$ cat src/rtl/display_scheduler.sv
// Page sequencer and edit-blink controller feeding the 8-digit seven-segment scan driver.
// Optional: define HOUR_LZ_BLANK_EN to blank a zero hour-tens digit on the time page.
module display_scheduler #(
   parameter int unsigned TIME_DWELL = 8000,
   parameter int unsigned DATE_DWELL = 2000,
   parameter int unsigned BLINK_HALF = 250
) (
   input  logic        clk_1khz,
   input  logic        rst,
   input  logic [7:0]  hour,
   input  logic [7:0]  min,
   input  logic [7:0]  sec,
   input  logic [15:0] year,
   input  logic [7:0]  month,
   input  logic [7:0]  day,
   input  logic        mode_btn,
   input  logic        edit_en,
   input  logic [2:0]  edit_sel,
   output logic [3:0]  num1,
   output logic [3:0]  num2,
   output logic [3:0]  num3,
   output logic [3:0]  num4,
   output logic [3:0]  num5,
   output logic [3:0]  num6,
   output logic [3:0]  num7,
   output logic [3:0]  num8,
   output logic [7:0]  digit_blank,
   output logic        page_date,
   output logic [1:0]  mode
);

   localparam int unsigned DWELL_W = 16;
   localparam int unsigned BLINK_W = (BLINK_HALF > 1) ? $clog2(BLINK_HALF) : 1;
   localparam logic [7:0]  SEP_MASK = 8'b0010_0100;

   typedef enum logic [1:0] {
      MODE_AUTO     = 2'd0,
      MODE_FIX_TIME = 2'd1,
      MODE_FIX_DATE = 2'd2,
      MODE_BAD      = 2'd3
   } mode_t;

   mode_t               r_mode,   w_mode_nxt;
   logic                r_page,   w_page_nxt;
   logic [DWELL_W-1:0]  r_dwell,  w_dwell_nxt;
   logic [BLINK_W-1:0]  r_blink,  w_blink_nxt;
   logic                r_hidden, w_hidden_nxt;
   logic                r_edit_en_d;
   logic [2:0]          r_edit_sel_d;
   logic [31:0]         r_digits, w_digits_nxt;
   logic [7:0]          r_blank,  w_blank_nxt;

   // State and output registers
   always_ff @(posedge clk_1khz or posedge rst) begin
      if (rst) begin
         r_mode       <= MODE_AUTO;
         r_page       <= 1'b0;
         r_dwell      <= '0;
         r_blink      <= '0;
         r_hidden     <= 1'b0;
         r_edit_en_d  <= 1'b0;
         r_edit_sel_d <= 3'd0;
         r_digits     <= 32'd0;
         r_blank      <= 8'h00;
      end else begin
         r_mode       <= w_mode_nxt;
         r_page       <= w_page_nxt;
         r_dwell      <= w_dwell_nxt;
         r_blink      <= w_blink_nxt;
         r_hidden     <= w_hidden_nxt;
         r_edit_en_d  <= edit_en;
         r_edit_sel_d <= edit_sel;
         r_digits     <= w_digits_nxt;
         r_blank      <= w_blank_nxt;
      end
   end

   // Next-state: mode, page rotation, blink, digit mapping
   always_comb begin
      w_mode_nxt   = r_mode;
      w_page_nxt   = r_page;
      w_dwell_nxt  = r_dwell;
      w_blink_nxt  = r_blink;
      w_hidden_nxt = r_hidden;
      w_digits_nxt = 32'd0;
      w_blank_nxt  = 8'h00;

      // A mode press overrides a coincident dwell expiry
      if (mode_btn || (r_mode == MODE_BAD)) begin
         w_dwell_nxt = '0;
         case (r_mode)
            MODE_AUTO: begin
               w_mode_nxt = mode_btn ? MODE_FIX_TIME : MODE_AUTO;
               w_page_nxt = 1'b0;
            end
            MODE_FIX_TIME: begin
               w_mode_nxt = MODE_FIX_DATE;
               w_page_nxt = 1'b1;
            end
            default: begin
               w_mode_nxt = MODE_AUTO;
               w_page_nxt = 1'b0;
            end
         endcase
      end else if ((r_mode == MODE_AUTO) && !edit_en) begin
         if (!r_page && (r_dwell == DWELL_W'(TIME_DWELL - 1))) begin
            w_page_nxt  = 1'b1;
            w_dwell_nxt = '0;
         end else if (r_page && (r_dwell == DWELL_W'(DATE_DWELL - 1))) begin
            w_page_nxt  = 1'b0;
            w_dwell_nxt = '0;
         end else begin
            w_dwell_nxt = r_dwell + DWELL_W'(1);
         end
      end

      // Blink restarts visible on a new edit session or a new digit selection
      if (!edit_en || !r_edit_en_d || (edit_sel != r_edit_sel_d)) begin
         w_blink_nxt  = '0;
         w_hidden_nxt = 1'b0;
      end else if (r_blink == BLINK_W'(BLINK_HALF - 1)) begin
         w_blink_nxt  = '0;
         w_hidden_nxt = ~r_hidden;
      end else begin
         w_blink_nxt  = r_blink + BLINK_W'(1);
      end

      if (w_page_nxt) begin
         w_digits_nxt = {year, month, day};
      end else begin
         w_digits_nxt = {hour, 4'd0, min, 4'd0, sec};
         w_blank_nxt  = SEP_MASK;
      end

`ifdef HOUR_LZ_BLANK_EN
      if (!w_page_nxt && (hour[7:4] == 4'd0) && !(edit_en && (edit_sel == 3'd0))) begin
         w_blank_nxt[0] = 1'b1;
      end
`else
`endif

      if (w_hidden_nxt) begin
         w_blank_nxt = w_blank_nxt | (8'(1) << edit_sel);
      end
   end

   assign num1        = r_digits[31:28];
   assign num2        = r_digits[27:24];
   assign num3        = r_digits[23:20];
   assign num4        = r_digits[19:16];
   assign num5        = r_digits[15:12];
   assign num6        = r_digits[11:8];
   assign num7        = r_digits[7:4];
   assign num8        = r_digits[3:0];
   assign digit_blank = r_blank;
   assign page_date   = r_page;
   assign mode        = r_mode;

endmodule
$ cat config.mk
export PLATFORM = sky130hd
export DESIGN_NAME = display_scheduler
export DESIGN_NICKNAME = d
export VERILOG_FILES = /design/src/rtl/display_scheduler.sv
export SDC_FILE = /design/constraint.sdc
export NUM_CORES = 1
export LEC_CHECK = 0
export ABC_AREA = 1
export BUFFER_PORTS_ARGS = -buffer_cell sky130_fd_sc_hd__buf_4
export CAP_MARGIN = 20
export CORE_MARGIN = 2
export CORE_UTILIZATION = 25
export CTS_BUF_LIST = sky130_fd_sc_hd__clkbuf_4
export CTS_CLUSTER_SIZE = 16
export DETAILED_ROUTE_END_ITERATION = 12
export HOLD_SLACK_MARGIN = 0.1
export PLACE_DENSITY_LB_ADDON = 0.3
export SYNTH_ARGS = -nofsm -noshare
export SYNTH_HDL_FRONTEND = slang
export SYNTH_SLANG_ARGS = --single-unit
$ cat constraint.sdc
create_clock -name clk_1khz -period 2.45 [get_ports clk_1khz]
set_input_delay 0.245 -clock clk_1khz [delete_from_list [all_inputs] [get_ports clk_1khz]]
set_output_delay 0.245 -clock clk_1khz [all_outputs]
set_load 0.02 [all_outputs]
* Word level (Yosys, flattened, before mapping) *
Index checks and enable logic that the tools add are counted.
Widths: inputs -> output; s select.

word-level totals
  register bits = 72
  input bits = 63
  output and inout bits = 43
  word-level logic and storage cells = 49

cells by class
  add/subtract/negate cells = 2
  equality and inequality tests = 6
  shift operators = 1
  multiplexer cells = 18
  bitwise logic cells = 2
  reduce and logical (&&, ||, !) cells = 11

operators with widths
  operator               count
  $mux 16                4
  $mux 32                1
  $mux 8                 3
  $add 16x1->16 const B  1
  $eq 16x11->1 const B   1
  $eq 16x13->1 const B   1
  $add 8x1->8 const B    1
  $eq 8x8->1 const B     1
  $mux 1                 8
  $or 8x8->8             1
  $shl 1x3->8 const A    1
  $mux 6                 1
  $pmux 2 s2             1
  $logic_and 1x1->1      3
  $logic_not 1->1        3
  $logic_or 1x1->1       3
  $ne 3x3->1             1
  $eq 2x1->1 const B     1
  $eq 2x2->1 const B     1
  $logic_not 2->1        1
  $reduce_bool 2->1      1
  $not 1->1              1

* Longest topological paths before layout *
  depth after elaboration = 9
  gate-level depth with buffers = 11
  gate-level depth less buffers = 10

* Worst setup path after synthesis *
No wires, ideal clock.

  path kind = register to register
  from = register r_dwell[0]
  to = register r_digits[12]
  setup time = 0.117 ns
  arrival = 1.392 ns
  data required time = 2.333 ns
  path slack = 0.941 ns
  cell stages (with the launch flop) = 10
  path buffers = 1
  clock period less this slack = 1.509 ns
  path through = dfrtp_1 ha_1 nand3_1 nor2_1 nand4_1 nand3_4 nand2_4 buf_6 nand2_1 nand2_1

between the ends
  word-level cells in the longest chain between the ends = 7
  elaborated cells on any way between the ends = 9
  classes of those cells = 2 x eq/ne; 5 x mux; 2 x reduce/logical

RTL lines
  item                    RTL line  text
  from (decl)             45        logic [DWELL_W-1:0] r_dwell, w_dwell_nxt;
  from (signal assigned)  68        r_dwell <= w_dwell_nxt;
  $eq 16x11->1            109       end else if (r_page && (r_dwell == DWELL_W'(DATE_DWELL - 1))) begin
  $logic_and 1x1->1       109
  $mux 1                  109
  $mux 1 (*)              106       if (!r_page && (r_dwell == DWELL_W'(TIME_DWELL - 1))) begin
  $mux 1 (*)              105       end else if ((r_mode == MODE_AUTO) && !edit_en) begin
  $mux 1 (*)              89        if (mode_btn || (r_mode == MODE_BAD)) begin
  $mux 32 (*)             128       if (w_page_nxt) begin
  via w_digits_nxt[12]    50        logic [31:0] r_digits, w_digits_nxt;
  to (signal assigned)    73        r_digits <= w_digits_nxt;
  to (decl)               50

The timed path passes the listed nets; every way through them passes the cells marked *.
A chain may end at the register's enable or synchronous reset.

* Worst setup path in the final report *
  from = register r_dwell[0]
  to = register r_digits[1]

Same word-level chain as after synthesis.

==> metrics.cfg <==
[sta]
rsz0062_at_grt = no
setup_tns_ns = 0
maxSlewViolCount = 0
setup_ws_ns = 0.353
fmax_ghz = 0.477
max_slew.worst_pin.slew_ns = 0.607
setup_viol = 0
period_share = 0.856
slew_headroom = 0.595
clock_skew_ns = 0.0211
hold_violations = 0
fin_crit_ns = 2.10

[synthesis]
synth_top_area_frac = 0.566
ys_types = 28
syn_avg_cell_area_um2 = 8.91
ys_seq_area_frac = 0.566
synth-edff-count = 0
ys_async_sr_fraction = 1.00
synthTopCellsByCount = 90 x nand2_1, 72 x dfrtp_1, 43 x nor2_1
synth-seq-cells = 72
ys_top_cells_by_area = dfrtp_1 57%, nand2_1 11%, nand3_1 6.6%, nor2_1 5.1%, inv_1 3.3%
synthesis.area_um2 = 3180
syn_nets = 423
syn_inst = 357
synth.most_common_cell = nand2_1
synth_top_area_cell = dfrtp_1
synth_ff_type = dfrtp_1
ys_warn_count = 0

[clocking]
cts-resized-gates = 0
clockBufferDepth = 2
clock_latency_ns = 0.42
cts_buffers = 9
htree_levels = 3
clockRootBuffer = clkbuf_4
cts_tree = done
clk_pin_slew_ns = 0.12
numClockSinks = 72

[floorplan]
die_w_um = 117
core_area_um2 = 12500
dieArea_um2 = 13600
dieHeight_um = 117
io_pins = 106
start_util = 0.254
num_rows = 41

[routing]
wl_per_cell_um = 12.4
drc = 0
final_antenna_net_count = 0
dr.pass1.iters = 4
first_iter_violations = 183
vias = 3017
wl_um = 8740
viasPerCell = 4.29

[place]
hpwl_um = 5760
pre_cts_ws_ns = 0.367
numPortBuffers = 105
dp_cells = 627
place.gp.congestion = 0.896
placed_area_um2 = 4160

[worst_setup_path]
rr_startpoint = r_dwell[0]
crit_fanout = 33
end_kind = flop
crit_required_ns = 2.76
ff2ff_path_depth = 8
arrival_ns = 2.40
worstSetupPathType = reg2reg
r2r-end = r_digits[1]
rrSetupSlack_ns = 0.35
worstSetupStartpointType = flop

[global_routing]
grt_max_degree = 46
gr-usage-all-layers = 0.134
first_global_vias = 2969
grt_pass1_wl_um = 14400
grt-ovfl-total = 0
antenna_found_initial = 0

[pwr]
vdd_drop_max_mv = 0.537
p_per_area_nw_per_um2 = 776
p_leak_nw = 2.39

[cells_and_area]
fin_area_um2 = 4930
syn_to_final_growth_pct = 55.1
layout-drive-gt1-share = 0.250
antenna_cells = 0
layoutNonFillerInstCount = 704
layout.nets = 593
final_util = 0.394

[worst_hold_path]
min_path_cells = 3
hold_class = in2reg
holdCritStartpoint = mode_btn
min_to = mode[0]

[job]
drv_cap = 0

[status]
status = finished clean

[per-stage QoR]
stage / power [mW] / hold slack [ns]
2_1_floorplan: 2.33 / 0.276
3_5_place_dp: 2.92 / 0.361
4_1_cts: 3.88 / 0.104
3_3_place_gp: 2.89 / 0.355
6_report: 3.83 / 0.138
5_1_grt: 4.08 / 0.120
[worst max-delay path, stage by stage (launching register included)]
cell,delay (ns)
dfrtp_1,0.38
ha_1,0.18
nand3_1,0.18
nor2_1,0.19
nand4_1,0.16
nand3_4,0.37
nand2_4,0.28
nand2_1,0.17
nand2_1,0.07
[cell families (layout without fill, tap and decap cells)]
kind of cell / count (synthesis) / after routing / share of synthesized area
XOR/XNOR: 13 / 13 / 0.0358
flip-flops: 72 / 72 / 0.566
buffers and inverters: 40 / 215 / 0.0555
AO/OA/AOI/OAI: 22 / 22 / 0.0448
adder cells (fa/ha/maj): 3 / 3 / 0.0118
AND/OR/NAND/NOR: 207 / 207 / 0.286
[flip-flops by register name, summed over array words and instances, names as in the netlist]
register      count
r_digits         32
r_dwell          16
digit_blank       8
r_blink           8
r_edit_sel_d      3
mode              2
page_date         1
r_edit_en_d       1
r_hidden          1
[power by group]
part | internal (mW) | switching [mW] | total, mW
Sequential | 1.43 | 0.109 | 1.54
Combinational | 0.572 | 0.849 | 1.42
Clock | 0.432 | 0.438 | 0.871
Total | 2.43 | 1.40 | 3.83
[repair_timing]
item / 4_1_cts / 5_1_grt
hold endpoints to repair: 68 / 0
hold buffers: 61 / 0
setup endpoints to repair: 0 / 0
setup buffers: 0 / 0
[cells in the final DEF (no fill, tap or decap)]
cell type and count:
a21boi_0 2, a21boi_1 6, a21oi_1 2, a21oi_4 1
buf_12 1, buf_4 107, bufinv_16 2, clkbuf_4 10
clkinv_2 1, clkinv_4 1, clkinvlp_4 1, dfrtp_1 72
dlygate4sd3_1 61, ha_1 3, inv_1 27, inv_2 3
inv_8 1, nand2_1 90, nand2_2 2, nand2_4 1
nand3_1 42, nand3_4 1, nand4_1 10, nor2_1 43
nor2_2 1, nor3_1 15, nor3b_1 1, nor4_1 1
o21ai_0 9, o21ai_1 1, o22ai_1 1, xnor2_1 3
xor2_1 10
[worst max-delay path by stage]
stage | to | startpoint | slack, ns | depth (start not counted)
floorplan | digit_blank[0] | rst | 0.38 | 1
global placement | digit_blank[2] | r_dwell[0] | 0.47 | 8
detailed placement | digit_blank[2] | r_dwell[0] | 0.37 | 8
CTS | r_digits[16] | r_dwell[0] | 0.37 | 9
global route | r_digits[1] | r_dwell[1] | 0.12 | 9
finish | r_digits[1] | r_dwell[0] | 0.35 | 8
[routing by layer]
| layer | GRT usage | vias to the layer above | routed length, µm |
|---|---|---|---|
| met5 | 0 | - | 0 |
| met4 | 0.0400 | 0 | 80 |
| met1 | 0.174 | 1425 | 3680 |
| li1 | - | 1490 | - |
| met3 | 0.0448 | 8 | 559 |
| met2 | 0.215 | 94 | 4420 |
[layout make-up]
class                      count  area, µm²
multi-input combinational    245       1200
sequential                    72       1800
fill                        1270       7580
clock buffer                  10       75.1
tap                          172        215
timing repair buffer         169       1430
clock inverter                 6       92.6
inverter                      30        113
Note: power is estimated with default switching activity, not from simulation.
